[src/rtl/mem_load_dump_ctrl_if.sv]
// Bundle of the program-load stream, IMEM write port, CPU run/halt, DMEM read port
// and dump stream between mem_load_dump_ctrl (master) and its environment (slave).
interface mem_load_dump_ctrl_if #(
    parameter int WIDTH = 32,
    parameter int IAW   = 9,
    parameter int DAW   = 9
);
    logic             start;
    logic             in_valid;
    logic [WIDTH-1:0] in_data;
    logic             in_last;
    logic             in_ready;

    logic             imem_we;
    logic [IAW-1:0]   imem_addr;
    logic [WIDTH-1:0] imem_wdata;
    logic             cpu_run;
    logic             cpu_halt;

    logic             dmem_re;
    logic [DAW-1:0]   dmem_addr;
    logic [WIDTH-1:0] dmem_rdata;

    logic             out_valid;
    logic [WIDTH-1:0] out_data;
    logic             out_last;
    logic             out_ready;

    logic             busy;
    logic             done;
    logic             timeout;

    modport master (
        input  start, in_valid, in_data, in_last, cpu_halt, dmem_rdata, out_ready,
        output in_ready, imem_we, imem_addr, imem_wdata, cpu_run,
        output dmem_re, dmem_addr, out_valid, out_data, out_last, busy, done, timeout
    );

    modport slave (
        output start, in_valid, in_data, in_last, cpu_halt, dmem_rdata, out_ready,
        input  in_ready, imem_we, imem_addr, imem_wdata, cpu_run,
        input  dmem_re, dmem_addr, out_valid, out_data, out_last, busy, done, timeout
    );
endinterface

[src/rtl/mem_load_dump_ctrl.sv]
// Loads a program stream into IMEM (padding the tail), runs the CPU until halt, then streams DMEM out.
// Define LOAD_DUMP_TIMEOUT_EN to add a RUN watchdog that forces the dump after MAX_CYCLES.
//
// state  | meaning
// S_IDLE | waiting for start
// S_LOAD | accepting program words into IMEM
// S_PAD  | filling remaining IMEM words with PAD_WORD
// S_RUN  | CPU running, waiting for cpu_halt (or watchdog)
// S_DUMP | reading DMEM 0..DMEM_DEPTH-1 onto the output stream
// S_DONE | dump complete, done held until next start
module mem_load_dump_ctrl #(
    parameter int               WIDTH      = 32,
    parameter int               IMEM_DEPTH = 512,
    parameter int               DMEM_DEPTH = 512,
    parameter logic [WIDTH-1:0] PAD_WORD   = 32'hFFFFFFFF,
    parameter int               MAX_CYCLES = 100000
) (
    input logic                  CLK,
    input logic                  RST_N,
    mem_load_dump_ctrl_if.master bus
);
    localparam int IAW = $clog2(IMEM_DEPTH);
    localparam int DAW = $clog2(DMEM_DEPTH);
    localparam logic [IAW-1:0] I_LAST = IAW'(IMEM_DEPTH - 1);
    localparam logic [DAW-1:0] D_LAST = DAW'(DMEM_DEPTH - 1);

    if (MAX_CYCLES < 1 || IMEM_DEPTH < 2 || DMEM_DEPTH < 2) begin : g_bad_cfg
        $error("mem_load_dump_ctrl: depths must be >= 2 and MAX_CYCLES >= 1");
    end

    typedef enum logic [2:0] {
        S_IDLE, S_LOAD, S_PAD, S_RUN, S_DUMP, S_DONE
    } state_t;

    state_t           r_state;
    logic [IAW-1:0]   r_iaddr;
    logic             r_in_ready;
    logic             r_cpu_run;
    logic             r_busy;
    logic             r_done;
    logic [DAW-1:0]   r_raddr;
    logic             r_rd_done;
    logic             r_pend;
    logic             r_pend_last;
    logic             r_skid_valid;
    logic [WIDTH-1:0] r_skid_data;
    logic             r_skid_last;
    logic             r_out_valid;
    logic [WIDTH-1:0] r_out_data;
    logic             r_out_last;
`ifdef LOAD_DUMP_TIMEOUT_EN
    localparam int CW = $clog2(MAX_CYCLES + 1);
    localparam logic [CW-1:0] CNT_INIT = CW'(MAX_CYCLES - 1);
    logic [CW-1:0]    r_run_cnt;
    logic             r_timeout;
`endif

    logic       w_load_xfer;
    logic       w_pad_we;
    logic       w_consume;
    logic [1:0] w_occ;
    logic       w_issue;

    assign w_load_xfer = RST_N && (r_state == S_LOAD) && r_in_ready && bus.in_valid;
    assign w_pad_we    = RST_N && (r_state == S_PAD);
    assign w_consume   = r_out_valid && bus.out_ready;
    // Words held after this edge (output reg + skid + returning read); a new read
    // is issued only if its data is guaranteed a slot when it returns.
    assign w_occ       = {1'b0, r_out_valid} + {1'b0, r_skid_valid} + {1'b0, r_pend} - {1'b0, w_consume};
    assign w_issue     = RST_N && (r_state == S_DUMP) && !r_rd_done && (w_occ <= 2'd1);

    assign bus.in_ready   = r_in_ready;
    assign bus.imem_we    = w_load_xfer || w_pad_we;
    assign bus.imem_addr  = r_iaddr;
    assign bus.imem_wdata = (r_state == S_LOAD) ? bus.in_data :
                            (r_state == S_PAD)  ? PAD_WORD : '0;
    assign bus.cpu_run    = r_cpu_run;
    assign bus.dmem_re    = w_issue;
    assign bus.dmem_addr  = r_raddr;
    assign bus.out_valid  = r_out_valid;
    assign bus.out_data   = r_out_data;
    assign bus.out_last   = r_out_last;
    assign bus.busy       = r_busy;
    assign bus.done       = r_done;
`ifdef LOAD_DUMP_TIMEOUT_EN
    assign bus.timeout    = r_timeout;
`else
    assign bus.timeout    = 1'b0;
`endif

    always_ff @(posedge CLK) begin
        if (!RST_N) begin
            r_state      <= S_IDLE;
            r_iaddr      <= '0;
            r_in_ready   <= 1'b0;
            r_cpu_run    <= 1'b0;
            r_busy       <= 1'b0;
            r_done       <= 1'b0;
            r_raddr      <= '0;
            r_rd_done    <= 1'b0;
            r_pend       <= 1'b0;
            r_pend_last  <= 1'b0;
            r_skid_valid <= 1'b0;
            r_skid_data  <= '0;
            r_skid_last  <= 1'b0;
            r_out_valid  <= 1'b0;
            r_out_data   <= '0;
            r_out_last   <= 1'b0;
`ifdef LOAD_DUMP_TIMEOUT_EN
            r_run_cnt    <= '0;
            r_timeout    <= 1'b0;
`endif
        end else begin
            case (r_state)
                S_IDLE, S_DONE: begin
                    if (bus.start) begin
                        r_state    <= S_LOAD;
                        r_iaddr    <= '0;
                        r_in_ready <= 1'b1;
                        r_busy     <= 1'b1;
                        r_done     <= 1'b0;
                        r_raddr    <= '0;
                        r_rd_done  <= 1'b0;
`ifdef LOAD_DUMP_TIMEOUT_EN
                        r_timeout  <= 1'b0;
`endif
                    end
                end
                S_LOAD: begin
                    if (w_load_xfer) begin
                        if (bus.in_last || (r_iaddr == I_LAST)) begin
                            r_in_ready <= 1'b0;
                            if (r_iaddr == I_LAST) begin
                                r_state   <= S_RUN;
                                r_cpu_run <= 1'b1;
`ifdef LOAD_DUMP_TIMEOUT_EN
                                r_run_cnt <= CNT_INIT;
`endif
                            end else begin
                                r_state <= S_PAD;
                                r_iaddr <= r_iaddr + 1'b1;
                            end
                        end else begin
                            r_iaddr <= r_iaddr + 1'b1;
                        end
                    end
                end
                S_PAD: begin
                    if (r_iaddr == I_LAST) begin
                        r_state   <= S_RUN;
                        r_cpu_run <= 1'b1;
`ifdef LOAD_DUMP_TIMEOUT_EN
                        r_run_cnt <= CNT_INIT;
`endif
                    end else begin
                        r_iaddr <= r_iaddr + 1'b1;
                    end
                end
                S_RUN: begin
                    if (bus.cpu_halt) begin
                        r_state   <= S_DUMP;
                        r_cpu_run <= 1'b0;
                    end
`ifdef LOAD_DUMP_TIMEOUT_EN
                    else if (r_run_cnt == '0) begin
                        r_state   <= S_DUMP;
                        r_cpu_run <= 1'b0;
                        r_timeout <= 1'b1;
                    end else begin
                        r_run_cnt <= r_run_cnt - 1'b1;
                    end
`endif
                end
                S_DUMP: begin
                    if (w_issue) begin
                        r_pend      <= 1'b1;
                        r_pend_last <= (r_raddr == D_LAST);
                        if (r_raddr == D_LAST) begin
                            r_rd_done <= 1'b1;
                        end else begin
                            r_raddr <= r_raddr + 1'b1;
                        end
                    end else begin
                        r_pend      <= 1'b0;
                        r_pend_last <= 1'b0;
                    end

                    // Output register refills from skid first so word order is preserved.
                    if (!r_out_valid || w_consume) begin
                        if (r_skid_valid) begin
                            r_out_valid  <= 1'b1;
                            r_out_data   <= r_skid_data;
                            r_out_last   <= r_skid_last;
                            r_skid_valid <= r_pend;
                            if (r_pend) begin
                                r_skid_data <= bus.dmem_rdata;
                                r_skid_last <= r_pend_last;
                            end
                        end else if (r_pend) begin
                            r_out_valid <= 1'b1;
                            r_out_data  <= bus.dmem_rdata;
                            r_out_last  <= r_pend_last;
                        end else begin
                            r_out_valid <= 1'b0;
                            r_out_last  <= 1'b0;
                        end
                    end else if (r_pend) begin
                        r_skid_valid <= 1'b1;
                        r_skid_data  <= bus.dmem_rdata;
                        r_skid_last  <= r_pend_last;
                    end

                    if (w_consume && r_out_last) begin
                        r_state <= S_DONE;
                        r_busy  <= 1'b0;
                        r_done  <= 1'b1;
                    end
                end
                default: r_state <= S_IDLE;
            endcase
        end
    end
endmodule
[src/flat_wrapper.sv]
// flat-port wrapper written by rule: the top's interface ports become plain ports
module mem_load_dump_ctrl_flat 
#(
    parameter int               WIDTH      = 32,
    parameter int               IMEM_DEPTH = 512,
    parameter int               DMEM_DEPTH = 512,
    parameter logic [WIDTH-1:0] PAD_WORD   = 32'hFFFFFFFF,
    parameter int               MAX_CYCLES = 100000
)
  (CLK, RST_N, bus_start, bus_in_valid, bus_in_data, bus_in_last, bus_cpu_halt, bus_dmem_rdata, bus_out_ready, bus_in_ready, bus_imem_we, bus_imem_addr, bus_imem_wdata, bus_cpu_run, bus_dmem_re, bus_dmem_addr, bus_out_valid, bus_out_data, bus_out_last, bus_busy, bus_done, bus_timeout);
  mem_load_dump_ctrl_if #(.WIDTH(WIDTH)) bus_i ();
  input logic CLK;
  input logic RST_N;
  input wire logic [$bits(bus_i.start)-1:0] bus_start;
  input wire logic [$bits(bus_i.in_valid)-1:0] bus_in_valid;
  input wire logic [$bits(bus_i.in_data)-1:0] bus_in_data;
  input wire logic [$bits(bus_i.in_last)-1:0] bus_in_last;
  input wire logic [$bits(bus_i.cpu_halt)-1:0] bus_cpu_halt;
  input wire logic [$bits(bus_i.dmem_rdata)-1:0] bus_dmem_rdata;
  input wire logic [$bits(bus_i.out_ready)-1:0] bus_out_ready;
  output wire logic [$bits(bus_i.in_ready)-1:0] bus_in_ready;
  output wire logic [$bits(bus_i.imem_we)-1:0] bus_imem_we;
  output wire logic [$bits(bus_i.imem_addr)-1:0] bus_imem_addr;
  output wire logic [$bits(bus_i.imem_wdata)-1:0] bus_imem_wdata;
  output wire logic [$bits(bus_i.cpu_run)-1:0] bus_cpu_run;
  output wire logic [$bits(bus_i.dmem_re)-1:0] bus_dmem_re;
  output wire logic [$bits(bus_i.dmem_addr)-1:0] bus_dmem_addr;
  output wire logic [$bits(bus_i.out_valid)-1:0] bus_out_valid;
  output wire logic [$bits(bus_i.out_data)-1:0] bus_out_data;
  output wire logic [$bits(bus_i.out_last)-1:0] bus_out_last;
  output wire logic [$bits(bus_i.busy)-1:0] bus_busy;
  output wire logic [$bits(bus_i.done)-1:0] bus_done;
  output wire logic [$bits(bus_i.timeout)-1:0] bus_timeout;
  assign bus_i.start = bus_start;
  assign bus_i.in_valid = bus_in_valid;
  assign bus_i.in_data = bus_in_data;
  assign bus_i.in_last = bus_in_last;
  assign bus_i.cpu_halt = bus_cpu_halt;
  assign bus_i.dmem_rdata = bus_dmem_rdata;
  assign bus_i.out_ready = bus_out_ready;
  assign bus_in_ready = bus_i.in_ready;
  assign bus_imem_we = bus_i.imem_we;
  assign bus_imem_addr = bus_i.imem_addr;
  assign bus_imem_wdata = bus_i.imem_wdata;
  assign bus_cpu_run = bus_i.cpu_run;
  assign bus_dmem_re = bus_i.dmem_re;
  assign bus_dmem_addr = bus_i.dmem_addr;
  assign bus_out_valid = bus_i.out_valid;
  assign bus_out_data = bus_i.out_data;
  assign bus_out_last = bus_i.out_last;
  assign bus_busy = bus_i.busy;
  assign bus_done = bus_i.done;
  assign bus_timeout = bus_i.timeout;
  mem_load_dump_ctrl #(.WIDTH(WIDTH), .IMEM_DEPTH(IMEM_DEPTH), .DMEM_DEPTH(DMEM_DEPTH), .PAD_WORD(PAD_WORD), .MAX_CYCLES(MAX_CYCLES)) u_core (.CLK(CLK), .RST_N(RST_N), .bus(bus_i));
endmodule
[config.mk]
export PLATFORM = sky130hd
export DESIGN_NAME = mem_load_dump_ctrl_flat
export DESIGN_NICKNAME = d
export VERILOG_FILES = /design/src/rtl/mem_load_dump_ctrl_if.sv /design/src/rtl/mem_load_dump_ctrl.sv /design/src/flat_wrapper.sv
export SDC_FILE = /design/constraint.sdc
export NUM_CORES = 1
export LEC_CHECK = 0
export CORE_MARGIN = 2
export CORE_UTILIZATION = 40
export DETAILED_ROUTE_END_ITERATION = 10
export MAX_ROUTING_LAYER = met4
export PLACE_DENSITY = 0.72
export SYNTH_ARGS = -nofsm -noshare
export SYNTH_HDL_FRONTEND = slang
export SYNTH_SLANG_ARGS = --single-unit
export TNS_END_PERCENT = 10
[constraint.sdc]
create_clock -name CLK -period 2.2 [get_ports CLK]
set_input_delay 0.33 -clock CLK [delete_from_list [all_inputs] [get_ports CLK]]
set_output_delay 0.33 -clock CLK [all_outputs]
set_load 0.02 [all_outputs]
Word-level counts from Yosys, hierarchy flattened --
Index checks and enable logic that the tools add are counted.
Operators by class: add/subtract/negate cells 5, multipliers 0, div/mod/pow operators 0, magnitude comparators 1, eq/ne operators 17, shifts and indexed selects 0, muxes and demuxes 52, bitwise logic cells 0, reductions and logical operators 33
Operator list (number):
- 32-bit two-way mux | 7
- 9-bit two-way mux | 6
- 9-bit case mux with 3 select lines | 1
- 1-bit two-way mux | 25
- 9-bit by 1-bit adder with 9-bit output, second input constant | 2
- 9-bit equality test, second input constant | 2
- 3-bit two-way mux | 6
- 9-bit case mux with 2 select lines | 1
- 2-bit inequality test, second input constant | 8
- 4-bit AND reduction | 4
- 3-bit case mux with 5 select lines | 1
- 1-bit logical AND | 9
- 3-bit AND reduction | 3
- 1-bit case mux with 2 select lines | 4
- 2-bit nonzero test | 4
- 3-bit by 2-bit equality test with 1-bit output, second input constant | 2
- 3-bit equality test, second input constant | 2
- 2-bit AND reduction | 3
- 6-bit AND reduction | 1
- 3-bit nonzero test | 2
- 2-bit by 1-bit inequality test with 1-bit output, second input constant | 2
- 3-bit by 1-bit equality test with 1-bit output, second input constant | 1
- 3-bit zero test | 1
- 1-bit logical OR | 3
- other kinds (7) | 8
Word-level totals: register bits 96, latch bits 0, RAM bits 0, memory bits (read-only) 0, bits of input ports 71, output and inout port bits 91, memories kept 0

Depth between registers and ports, before layout --
Gate-level depths: netlist (run 1).
word-level depth 7, mapped depth 9, depth with buffers taken out 9

Worst setup path after synthesis (run 1) --
No wires, ideal clock.
path type reg2out, start reg u_core.r_out_valid, in the netlist u_core.bus.out_valid, end out bus_dmem_re, arrival time 2.283 ns, required time 1.870 ns, setup slack -0.413 ns, stages on the path, launching flop included 8, path buffers 0, path through dfxtp_1 > and2_1 > ha_1 > inv_1 > ha_1 > a21oi_1 > xnor2_1 > nor3_1
Between the ends: longest elaborated chain between the ends 5
Ends and longest elaborated chain:
- start: declaration | RTL line mem_load_dump_ctrl.sv:48 | logic r_out_valid;
- start signal: assignment | RTL line mem_load_dump_ctrl.sv:106 | r_out_valid <= 1'b0;
- start signal: assignment | RTL line mem_load_dump_ctrl.sv:191 | r_out_valid <= 1'b1;
- start signal: assignment | RTL line mem_load_dump_ctrl.sv:200 | r_out_valid <= 1'b1;
- 1-bit by 1-bit adder with 2-bit output | RTL line mem_load_dump_ctrl.sv:69 | assign w_occ = {1'b0, r_out_valid} + {1'b0, r_skid_valid} + {1'b0, r_pend} - {1'b0, w_consume};
- 2-bit by 1-bit adder with 2-bit output | RTL line mem_load_dump_ctrl.sv:69
- 2-bit by 1-bit subtractor with 2-bit output (*) | RTL line mem_load_dump_ctrl.sv:69
- 2-bit by 1-bit <= comparator with 1-bit output (*) | RTL line mem_load_dump_ctrl.sv:70 | assign w_issue = RST_N && (r_state == S_DUMP) && !r_rd_done && (w_occ <= 2'd1);
- 1-bit logical AND (*) | RTL line mem_load_dump_ctrl.sv:70
- end: declaration | RTL line flat_wrapper.sv:26 | output wire logic [$bits(bus_i.dmem_re)-1:0] bus_dmem_re;
Every way passes the cells marked *; elsewhere a longest branch is shown, timed or not.

Worst setup path after layout (run 1) --
Ends and elaborated chain as after synthesis.

==> impl_metrics.env, run 1 <==
export IMPL_worstSetupPathType="reg -> out"
export IMPL_yosys_warnings=0
export IMPL_ys_async_sr_fraction_pct=0
export IMPL_dp_final_hpwl_um=8750
export IMPL_numCtsBuffers=9
export IMPL_max_cap_violations=0
export IMPL_ios=162
export IMPL_total_leakage_power_nw=2.54
export IMPL_syn_inst=572
export IMPL_path_cells="and2_4 > ha_4 > inv_2 > ha_4 > a21oi_4 > xnor2_2 > nor3_4 > buf_6"
export IMPL_grt_pass1_vias=4319
export IMPL_postLayoutCoreUtil_pct=62.6
export IMPL_fin_crit_sh_pct=103
export IMPL_hold_viol=0
export IMPL_finalSetupViolCount=1
export IMPL_cp_end_kind="output pin"
export IMPL_track_usage_pct=21.0
export IMPL_critPathMaxStageDelay_ns=0.32
export IMPL_chipWidth_um=111
export IMPL_final_nets=822
export IMPL_path_max_fanout=2
export IMPL_worstPathRequired_ns=1.87
export IMPL_grt_first_pass_wirelength_um=21000
export IMPL_vias=4490
export IMPL_slew_headroom_pct=48.2
export IMPL_hold_slack_ns=0.454
export IMPL_yosysTopAreaCell="dfxtp_1"
export IMPL_initial_utilization_pct=41.5
export IMPL_synth_edf_count=0
export IMPL_gp_congestion=0.884
export IMPL_p_sw_mw=1.91
export IMPL_placement_io_buffers=160
export IMPL_final_max_slew_viol_count=0
export IMPL_worst_pin_slew_ns=0.778
export IMPL_finalPower_mw=5.35
export IMPL_fp_dieH_um=111
export IMPL_n_fill_cell=952
export IMPL_pwr_share_seq_pct=34.7
export IMPL_setup_ws_ns=-0.0634
export IMPL_timing_critical_path_mode_cell="ha_4"
export IMPL_routed_wl_um=12500
export IMPL_antenna_found_initial=0
export IMPL_layout_commonest_cell="nand2_1"
export IMPL_grt_max_degree=75
export IMPL_grt_setup_unrepaired="true"
export IMPL_cts_root_buf="clkbuf_16"
export IMPL_wl_met2_um=6240
export IMPL_topRoutingLayerUsed="met4"
export IMPL_netlist_top_cells_area="dfxtp_1, nand2_1, mux2i_1"
export IMPL_worst_setup_path_start_kind="flip-flop"
export IMPL_wl_met1_um=5500
export IMPL_fin_worst_skew_ns=0.00979
export IMPL_synth_seq_cells=96
export IMPL_core_um2=11000
export IMPL_vias_per_cell=5.05
export IMPL_crit_arrival_ns=1.93
export IMPL_p_per_area_nw_per_um2=779
export IMPL_num_antenna_cells=0
export IMPL_routed_wl_met3_um=519
export IMPL_cts_tree="yes"
export IMPL_drt_iter0_drc=275
export IMPL_final_cell_mix="nand2_1, clkdlybuf4s50_1, dfxtp_1, nor2_1, a21oi_1"
export IMPL_row_count=38
export IMPL_status="finished with violations"
export IMPL_p_sw_share_pct=35.6
export IMPL_wl_per_cell_um=14.0
export IMPL_final_setup_tns_ns=-0.0634
export IMPL_ys_flop_type="dfxtp_1"
export IMPL_ant_nets=0
export IMPL_p_int_mw=3.45
export IMPL_drive_gt1_share_pct=17.0
export IMPL_max_freq_mhz=442
export IMPL_min_path_type="reg -> reg"
export IMPL_syn_to_final_growth_pct=50.9
export IMPL_synth_top_cell_area_share_pct=42.2
export IMPL_die_area_um2=12300
export IMPL_first_pass_iters=6
export IMPL_htreeDepth=3
export IMPL_drc=0
export IMPL_violations="setup timing"
export IMPL_clkTransAtPathRegs_ns=0.07
export IMPL_cts_sinks=96
export IMPL_pwr_share_clk_pct=30.1
export IMPL_syn_area_um2=4550
export IMPL_yosysSeqAreaShare_pct=42.2
export IMPL_period_minus_slack_ns=2.26
export IMPL_syn_avg_cell_area_um2=7.96
export IMPL_worstSkewPairLatency_ns=0.35
export IMPL_gr_total_overflow=0
export IMPL_synth_cell_types=57
export IMPL_peakVddDrop_mv=0.680
export IMPL_slowest_stage="dfxtp_2"
export IMPL_clk_path_buf_depth=2
export IMPL_combPwrFrac_pct=35.2
export IMPL_synthesis_nets=650
==> logic make-up (layout without fill, tap and decap cells) <==
| logic type | Yosys count | count (layout) | share of synthesized area (%) |
|---|---|---|---|
| other | 1 | 1 | 0.0824 |
| xor gates and xnor gates | 14 | 14 | 2.69 |
| buffers and inverters | 52 | 229 | 4.67 |
| AOI/OAI and AO/OA | 110 | 110 | 15.7 |
| DFF | 96 | 96 | 42.2 |
| adders and majority gates | 7 | 7 | 1.92 |
| muxes | 35 | 35 | 7.69 |
| and+or+nand+nor | 257 | 257 | 25.0 |
==> critical path, delay by kind of cell, from the launching register on <==
family          cells  cell delay [ns]
compound gates      1             0.05
xor+xnor            1             0.15
fa+ha+maj           2             0.53
buf+inv             2             0.18
flops               1             0.32
simple gates        2             0.34
==> registers in the layout, summed over array words and instances, names as in the netlist <==
| signal | count |
|---|---|
| u_core.bus.in_ready | 1 |
| u_core.bus.out_last | 1 |
| u_core.bus.done | 1 |
| u_core.r_skid_last | 1 |
| u_core.r_pend | 1 |
| u_core.bus.out_data | 32 |
| u_core.bus.out_valid | 1 |
| u_core.r_pend_last | 1 |
| u_core.r_skid_data | 32 |
| u_core.r_rd_done | 1 |
| u_core.bus.imem_addr | 9 |
| u_core.bus.dmem_addr | 9 |
| u_core.bus.cpu_run | 1 |
| u_core.r_skid_valid | 1 |
| u_core.bus.busy | 1 |
| u_core.r_state | 3 |
==> metrics by stage <==
| step | area (µm²) | setup slack [ns] | std cells |
|---|---|---|---|
| floorplan | 4570 | 0.0151 | 572 |
| global placement | 6530 | -0.731 | 867 |
| detailed placement | 6530 | -0.771 | 867 |
| CTS | 6860 | -0.247 | 884 |
| global route | 6870 | -0.125 | 889 |
| finish | 6870 | -0.0634 | 889 |
==> timing repair <==
action | in CTS | in global routing
setup buffers | 1 | 5
hold endpoints to repair | 0 | 0
hold buffers | 0 | 0
endpoints found under the setup margin | 42 | 44
pin swaps | 7 | 9
resized for setup | 53 | 68
==> cells in the mapped netlist (4+ instances only) <==
cell,instances
inv_1,7
dfxtp_1,96
o21ai_0,4
buf_1,10
nand2b_1,5
nor2_1,58
nand3_1,9
nor3_1,5
a21oi_1,44
ha_1,7
clkbuf_1,26
a211oi_1,34
buf_2,5
xor2_1,6
xnor2_1,8
o21ai_1,6
mux2i_1,35
nand2_1,148
==> final cells by class <==
| class | count | area (µm²) | share of cell area (%) |
|---|---|---|---|
| Tap cell | 140 | 175 | 2.55 |
| Clock inverter | 6 | 72.6 | 1.06 |
| Inverter | 8 | 30.0 | 0.437 |
| Sequential cell | 96 | 1940 | 28.2 |
| Multi-Input combinational cell | 424 | 2560 | 37.2 |
| Timing Repair Buffer | 205 | 1870 | 27.2 |
| Clock buffer | 10 | 229 | 3.33 |
==> layer usage <==
metal  global-route usage, %  up-vias
met5                       -        -
met4                    7.17        0
met3                    4.54       15
met2                    35.1      131
met1                    25.3     2053
li1                        -     2291
==> worst paths after layout <==
path,slack (ns),cells after the start,end,start
worst max-delay path,-0.06,8,bus_dmem_re,u_core.bus.out_valid$_SDFFE_PN0P_
worst min-delay path,0.45,2,u_core.r_skid_data[6]$_SDFFE_PN0P_,u_core.r_skid_data[6]$_SDFFE_PN0P_
worst max register to register,0.02,9,u_core.bus.dmem_addr[7]$_SDFFE_PN0P_,u_core.bus.dmem_addr[0]$_SDFFE_PN0P_
worst min register to register,0.45,2,u_core.r_skid_data[6]$_SDFFE_PN0P_,u_core.r_skid_data[6]$_SDFFE_PN0P_
==> power by group through the flow <==
stage	combinational, mW	clock (mW)	sequential [mW]
CTS	1.92	1.65	1.84
global placement	2.08	0	1.88
global route	2.05	1.71	1.86
detailed placement	2.12	0	1.88
floorplan	1.07	0	1.89
finish	1.89	1.61	1.86
Note: power is estimated with default switching activity, not from simulation.
==> run 2, diff against run 1 <==
- SKIP_LAST_GASP: default -> 1
==> run 2 against run 1 <==
  * The flow still finishes with violations (setup timing)
  * Die area did not move
  * Critical path depth grew 1
  * Register-to-register slack worse by 0.06 ns
==> impl_metrics.env, run 2 (synthesized netlist as in run 1, its figures left out) <==
export IMPL_status="finished with violations"
export IMPL_violations="setup timing"
export IMPL_cp_end_kind="output pin"
export IMPL_track_usage_pct=21.1
export IMPL_drive_gt1_share_pct=10.9
export IMPL_clkTransAtPathRegs_ns=0.07
export IMPL_wl_per_cell_um=14.0
export IMPL_numCtsBuffers=9
export IMPL_core_um2=11000
export IMPL_min_path_type="reg -> reg"
export IMPL_dp_final_hpwl_um=8750
export IMPL_fin_worst_skew_ns=0.00987
export IMPL_vias_per_cell=5.05
export IMPL_first_pass_iters=5
export IMPL_final_max_slew_viol_count=0
export IMPL_gr_total_overflow=0
export IMPL_clk_path_buf_depth=2
export IMPL_grt_util_met2_pct=35.1
export IMPL_crit_arrival_ns=2.12
export IMPL_final_cell_mix="clkdlybuf4s50_1, nand2_1, dfxtp_1, nor2_1, a21oi_1"
export IMPL_die_area_um2=12300
export IMPL_min_to="u_core.r_skid_data[6]$_SDFFE_PN0P_"
export IMPL_worstSetupPathType="in -> out"
export IMPL_critPathMaxStageDelay_ns=0.41
export IMPL_grt_first_pass_wirelength_um=21100
export IMPL_ff2ff_path_depth=11
export IMPL_hold_depth=2
export IMPL_ios=162
export IMPL_chipWidth_um=111
export IMPL_use_met1_pct=25.5
export IMPL_final_area_um2=6870
export IMPL_n_fill_cell=957
export IMPL_grt_setup_unrepaired="true"
export IMPL_max_freq_mhz=409
export IMPL_grt_pass1_vias=4347
export IMPL_final_nets=817
export IMPL_worstSkewPairLatency_ns=0.35
export IMPL_slowest_stage="clkdlybuf4s50_1"
export IMPL_hp_start="u_core.r_skid_data[6]$_SDFFE_PN0P_"
export IMPL_antenna_found_initial=0
export IMPL_layout_commonest_cell="clkdlybuf4s50_1"
export IMPL_initial_utilization_pct=41.5
export IMPL_busiest_layer="met2"
export IMPL_placement_io_buffers=160
export IMPL_cts_tree="yes"
export IMPL_worstPathRequired_ns=1.87
export IMPL_setup_ws_ns=-0.248
export IMPL_path_max_fanout=2
export IMPL_finalSetupViolCount=31
export IMPL_grtUsageMet3_pct=4.65
export IMPL_htreeDepth=3
export IMPL_hold_viol=0
export IMPL_max_cap_violations=0
export IMPL_rrSetupSlack_ns=-0.04
export IMPL_r2r_start="u_core.bus.out_valid$_SDFFE_PN0P_"
export IMPL_grt_max_degree=75
export IMPL_p_per_area_nw_per_um2=806
export IMPL_drt_iter0_drc=295
export IMPL_period_minus_slack_ns=2.45
export IMPL_path_cells="clkdlybuf4s50_1 > and2_1 > ha_1 > inv_2 > ha_4 > a21oi_4 > xnor2_2 > nor3_4 > buf_6"
export IMPL_ant_nets=0
export IMPL_r2r_end="u_core.bus.dmem_addr[7]$_SDFFE_PN0P_"
export IMPL_cts_hold_buf=0
export IMPL_fin_crit_sh_pct=111
export IMPL_dp_slack_ns=-0.771
export IMPL_fp_dieH_um=111
export IMPL_dpl_cell_area_um2=6530
export IMPL_drc=0
export IMPL_num_antenna_cells=0
export IMPL_syn_to_final_growth_pct=50.9
export IMPL_total_leakage_power_nw=2.53
export IMPL_routed_wl_um=12300
export IMPL_vias=4460
export IMPL_peakVddDrop_mv=0.680
export IMPL_worst_pin_slew_ns=0.777
export IMPL_cts_root_buf="clkbuf_16"
export IMPL_row_count=38
export IMPL_cts_sinks=96
export IMPL_worst_setup_path_start_kind="primary input"
export IMPL_gp_congestion=0.884
export IMPL_slew_headroom_pct=48.2
-- run 2: changes by cell type in the layout (fill, tap and decap cells not counted), sizes merged --
cell,previous run,this run
buf,46,41
clkbuf,35,10
clkdlybuf4s50,125,151
dlygate4sd2,7,3
dlymetal6s2s,1,4
-- run 2: critical path, delay by kind of cell --
family | cells | cell delay, ns
buf+inv | 3 | 0.61
fa+ha+maj | 2 | 0.57
simple gates | 2 | 0.38
compound gates | 1 | 0.05
xor+xnor | 1 | 0.16
-- run 2: metrics by stage --
step	hold slack, ns	util [%]	total power [mW]	setup TNS (ns)	cells
2_1_floorplan	0.434	-	2.96	0	572
3_3_place_gp	0.441	59.4	3.96	-4.04	867
3_5_place_dp	0.446	59.4	4.00	-4.62	867
4_1_cts	0.456	62.5	5.60	-7.90	884
5_1_grt	0.472	62.5	5.82	-9.91	884
6_report	0.454	62.5	5.53	-6.23	884
-- run 2: repair_timing --
item / in CTS / in global routing
gates cloned: 0 / 0
resized for setup: 16 / 4
setup buffers: 1 / 0
setup endpoints to repair: 42 / 45
pin swaps: 3 / 0
-- run 2: metal layers --
layer	part of all wire, %	up-vias
met1	45	2050
met3	3.8	16
met4	1.6	0
li1	-	2279
met2	50	115
met5	0	-
-- run 2: cell type report --
cell class | count | area, µm² | area share (%)
Multi-Input combinational cell | 424 | 2480 | 36.1
Timing Repair Buffer | 200 | 1960 | 28.5
Sequential cell | 96 | 1930 | 28.0
Clock inverter | 6 | 72.6 | 1.06
Clock buffer | 10 | 229 | 3.33
Inverter | 8 | 30.0 | 0.437
Tap cell | 140 | 175 | 2.55
-- run 2: how the worst max path moves through the flow --
stage	startpoint	endpoint	cells past startpoint
finish	bus_out_ready	bus_dmem_re	9
global route	u_core.r_state[2]$_SDFFE_PN0P_	bus_imem_wdata[10]	4
CTS	u_core.r_state[2]$_SDFFE_PN0P_	bus_imem_wdata[24]	4
detailed placement	bus_out_ready	bus_dmem_re	9
global placement	bus_out_ready	bus_dmem_re	9
floorplan	u_core.bus.imem_addr[0]$_SDFFE_PN0P_	u_core.r_state[0]$_SDFFE_PN0P_	8
-- run 2: power breakdown --
group | internal [mW] | total [mW] | switching (mW)
Combinational | 0.962 | 2.08 | 1.12
Sequential | 1.79 | 1.84 | 0.0553
Clock | 0.900 | 1.61 | 0.712
